File: config.mk
export PLATFORM = sky130hd
export DESIGN_NAME = digit_scanner
export DESIGN_NICKNAME = d
export VERILOG_FILES = /design/src/rtl/digit_scanner.sv
export SDC_FILE = /design/constraint.sdc
export NUM_CORES = 1
export LEC_CHECK = 0
export CAP_MARGIN = 20
export CORE_ASPECT_RATIO = 0.6
export CORE_MARGIN = 1
export CORE_UTILIZATION = 35
export DETAILED_ROUTE_END_ITERATION = 10
export PLACE_DENSITY = 0.54
export SYNTH_ARGS = -nofsm -noshare
export SYNTH_HDL_FRONTEND = slang
export SYNTH_SLANG_ARGS = --single-unit
File: constraint.sdc
create_clock -name i_clk -period 12.35 [get_ports i_clk]
set_input_delay 1.235 -clock i_clk [delete_from_list [all_inputs] [get_ports i_clk]]
set_output_delay 1.235 -clock i_clk [all_outputs]
set_load 0.02 [all_outputs]
File: src/rtl/digit_scanner.sv
// digit_scanner: digit position scanner for multiplexed 7-segment displays.
// Produces scan position, one-hot digit select and blanking for N digits,
// with slot prescaler, scan direction, enable-mask skipping and dead time.
module digit_scanner #(
    parameter int unsigned N_DIGITS       = 8,
    parameter int unsigned POS_W          = 3,
    parameter int unsigned PRESCALE       = 50000,
    parameter int unsigned DEAD_CYC       = 4,
    parameter bit          SEL_ACTIVE_LOW = 1'b1
) (
    input  logic                i_clk,
    input  logic                i_rst_n,
    input  logic                i_en,
    input  logic                i_dir,
    input  logic [N_DIGITS-1:0] i_digit_mask,
    output logic [POS_W-1:0]    o_pos,
    output logic [N_DIGITS-1:0] o_sel,
    output logic                o_blank,
    output logic                o_slot_tick
);

    localparam int unsigned CNT_W = (PRESCALE > 1) ? $clog2(PRESCALE) : 1;
    localparam logic [CNT_W-1:0]    LAST_CNT = CNT_W'(PRESCALE - 1);
    localparam logic [CNT_W-1:0]    DEAD_END = CNT_W'(DEAD_CYC);
    localparam logic [POS_W-1:0]    LAST_POS = POS_W'(N_DIGITS - 1);
    localparam logic [N_DIGITS-1:0] SEL_IDLE = SEL_ACTIVE_LOW ? {N_DIGITS{1'b1}} : {N_DIGITS{1'b0}};

    logic [CNT_W-1:0]    cnt_q, cnt_d;
    logic [POS_W-1:0]    pos_q, pos_d;
    logic [N_DIGITS-1:0] sel_q, sel_d;
    logic                blank_q, blank_d;
    logic                tick_q, tick_d;
    logic [POS_W-1:0]    nxt_pos;
    logic [POS_W-1:0]    scan_idx;
    logic                found;
    logic [N_DIGITS-1:0] sel_onehot;

    // One rotation step in the requested direction, wrapping inside 0..N_DIGITS-1
    function automatic logic [POS_W-1:0] step_pos(input logic [POS_W-1:0] p, input logic up);
        if (up) begin
            return (p == LAST_POS) ? '0 : p + POS_W'(1);
        end
        return (p == '0) ? LAST_POS : p - POS_W'(1);
    endfunction

    // Next enabled position in rotation order; current digit is the last candidate
    always_comb begin
        nxt_pos  = pos_q;
        found    = 1'b0;
        scan_idx = pos_q;
        for (int unsigned k = 0; k < N_DIGITS; k++) begin
            scan_idx = step_pos(scan_idx, i_dir);
            if (!found && i_digit_mask[scan_idx]) begin
                nxt_pos = scan_idx;
                found   = 1'b1;
            end
        end
    end

    // Slot counter, position update and select/blank decode from next state
    always_comb begin
        cnt_d      = cnt_q;
        pos_d      = pos_q;
        tick_d     = 1'b0;
        sel_d      = SEL_IDLE;
        blank_d    = 1'b1;
        sel_onehot = '0;

        if (!i_en) begin
            cnt_d = '0;
        end else if (cnt_q == LAST_CNT) begin
            cnt_d  = '0;
            pos_d  = nxt_pos;
            tick_d = 1'b1;
        end else begin
            cnt_d = cnt_q + CNT_W'(1);
        end

        sel_onehot[pos_d] = 1'b1;
        if (i_en && (cnt_d >= DEAD_END) && i_digit_mask[pos_d]) begin
            sel_d   = SEL_ACTIVE_LOW ? ~sel_onehot : sel_onehot;
            blank_d = 1'b0;
        end
    end

    // State and output registers
    always_ff @(posedge i_clk or negedge i_rst_n) begin
        if (!i_rst_n) begin
            cnt_q   <= '0;
            pos_q   <= LAST_POS;
            sel_q   <= SEL_IDLE;
            blank_q <= 1'b1;
            tick_q  <= 1'b0;
        end else begin
            cnt_q   <= cnt_d;
            pos_q   <= pos_d;
            sel_q   <= sel_d;
            blank_q <= blank_d;
            tick_q  <= tick_d;
        end
    end

    assign o_pos       = pos_q;
    assign o_sel       = sel_q;
    assign o_blank     = blank_q;
    assign o_slot_tick = tick_q;

endmodule

==> out/qor.yml <==
outcome: "finished, final reports clean"
grt_pass1_wl_um: 17700
drtAntennaViolNets: 0
final_util: 0.424
die_h_um: 79.7
p_int_uw: 219
place_congestion: 0.890
path_buf_inv: 4
firstDrtPassIters: 6
io_pins: 25
clockPowerShare: 0.394
synthArstFlopShare: 1.00
ys_ff_latch: 29
htreeDepth: 2
grt_overflow_total: 0
power_switching_uw: 106
tritoncts: "done"
vias: 3451
synth_warnings: 0
timing.slew.headroom: 0.525
synth-seq-area-share: 0.210
min_delay_worst_endpoint: "cnt_q[0]"
cts_setup_buffers: 0
swShare: 0.326
finalCriticalPeriod_ns: 10.90
clock-sinks: 29
syn-num-nets: 459
die_area_um2: 10500
synth_top_area_share: 0.121
n_antenna_cell: 0
setup_violations: 0
avgRoutedWirePerCell_um: 19.0
finalCritPeriodShare: 0.883
path_delay_family: "compound AO/OA/AOI/OAI gates"
clkLatencyLatePin_ns: 0.28
r2r_cells: 41
synth.avg_cell_area_um2: 8.21
finalPower_uw: 325
synth_area_um2: 3520
fin_skew_ns: 0.00323
start_kind: "primary input"
p_leak_nw: 1.59
power_density_nw_per_um2: 81.0
synth_area_leaders: "dfrtp_1 12%, dfstp_2 8.9%, ha_1 6.4%"
start_util: 0.372
critPathRequiredTime_ns: 12.54
crit_path_frequent_cell: "ha_1"
rows: 27
drtIter0Drc: 487
rr_startpoint: "o_pos[0]"
slew_violations: 0
hold_path_depth: 1
ctsResizeCount: 0
reg2reg_slack_ns: 1.78
root_buffer: "clkbuf_16"
peakVddDrop_mv: 0.0448
post-synth-top-count-cell: "nor2_1"
layout-drive-gt1-share: 0.143
place_inst: 564
maxCapViolCount: 0
placed_area_um2: 3860
antenna_found_initial: 0
portBuffers: 24
critical_path.max_stage_delay_ns: 0.54
max-clock-path-buffers: 2
synth_cells: 429
cp_slowest_cell: "clkdlybuf4s50_1"
viasPerCell: 6.03
cp-end-kind: "flop"
grt.total_usage: 0.217
path_class: "primary input to flop"
hold_viol: 0
drc: 0
grt_max_degree: 35
hold_buffers: 0
numCtsBuffers: 5
synth_ff_type: "dfrtp_1"
arrival_ns: 11.09
die_x_um: 132
timing.rr.end: "o_sel[6]"
timing.setup.tns_ns: 0
place_hpwl_um: 8020
min_path_type: "flop to flop"
layout.cells.non_filler: 572
min_from: "cnt_q[0]"
grt_pass1_vias: 3218
finalWirelength_um: 10900
core-area_um2: 9460
rsz0062_at_grt: "no"
p_comb_frac: 0.307
synth_edf_count: 0
tightest_slew_ns: 0.711
crit_fanout: 34
yosysUniqueCellTypes: 76
seqPwrFrac: 0.299
max_freq_mhz: 91.7
layout.nets: 471
yosysTopAreaCell: "dfrtp_1"
area_growth_pct: 13.9
stdcell_area_um2: 4010
synth_common_cells: "45 x nor2_1, 37 x nand2_1, 23 x nand3_1"
clkTransAtPathRegs_ns: 0.05
## state kept, by name (all words and copies together), names as in the netlist
name         flops
o_pos            3
o_sel            8
cnt_q           16
o_slot_tick      1
o_blank          1
## worst reg2reg max path, delay by kind of cell (launching register included)
kind | cells | cell delay (ns)
AO/OA/AOI/OAI | 12 | 3.93
adder cells (fa/ha/maj) | 8 | 2.44
AND/OR/NAND/NOR | 14 | 2.02
multiplexers | 3 | 0.84
flip-flops | 1 | 0.70
buffers and inverters | 3 | 0.39
XOR/XNOR | 1 | 0.20
## cell families after synthesis
kind of cell	share of synthesized area
AND/OR/NAND/NOR	0.228
AO/OA/AOI/OAI	0.285
buffers and inverters	0.0572
multiplexers	0.103
flip-flops	0.210
XOR/XNOR	0.0518
adder cells (fa/ha/maj)	0.0639
## layout by cell type, fill, tap and decap left out, drive strengths merged, types with 8 or more instances in the layout
| cell type | Yosys | routed |
|---|---|---|
| and2 | 10 | 10 |
| xor2 | 12 | 12 |
| clkdlybuf4s50 | 0 | 24 |
| mux2i | 19 | 19 |
| dfstp | 12 | 12 |
| inv | 23 | 23 |
| a31oi | 8 | 8 |
| o211ai | 10 | 10 |
| xnor2 | 8 | 8 |
| nand2 | 37 | 37 |
| dfrtp | 17 | 17 |
| nand3 | 24 | 24 |
| o21ai | 17 | 17 |
| nor2 | 45 | 45 |
| a21oi | 14 | 14 |
| nor3 | 14 | 14 |
| ha | 18 | 18 |
## layout make-up
class	instances	area [um2]
Timing Repair Buffer	30	285
Tap cell	130	163
Clock inverter	1	5.00
Clock buffer	7	153
Sequential cell	29	741
Multi-Input combinational cell	352	2580
Fill cell	952	5450
Inverter	23	86.3
## per-stage QoR
| step | hold slack, ns | worst slack, ns |
|---|---|---|
| 5_1_grt | 0.499 | 0.557 |
| 6_report | 0.463 | 1.45 |
| 3_5_place_dp | 0.456 | 1.29 |
| 3_3_place_gp | 0.453 | 1.45 |
| 2_1_floorplan | 0.433 | 2.51 |
| 4_1_cts | 0.467 | 1.52 |
## power groups by stage
stage | Clock [mW] | Combinational (mW) | Sequential (mW)
finish | 0.128 | 0.0997 | 0.0972
CTS | 0.129 | 0.0975 | 0.0972
global route | 0.136 | 0.110 | 0.0973
floorplan | 0 | 0.0706 | 0.0989
global placement | 0 | 0.0981 | 0.0986
detailed placement | 0 | 0.0968 | 0.0986
## worst max-delay path by stage
stage	start	end	slack, ns	cells past startpoint
finish	i_dir	o_sel[6]	1.45	41
detailed placement	i_dir	o_blank	1.29	41
global route	i_dir	o_blank	0.56	41
global placement	i_dir	o_blank	1.45	41
CTS	i_dir	o_blank	1.52	41
floorplan	i_dir	o_blank	2.51	45
## layer usage
metal | track usage | share of wire | up-vias
li1 | - | - | 1627
met2 | 0.288 | 0.37 | 187
met1 | 0.337 | 0.51 | 1611
met3 | 0.0457 | 0.10 | 26
met4 | 0.0616 | 0.015 | 0
met5 | 0 | 0 | -
Power figures use the tool's default switching activity.
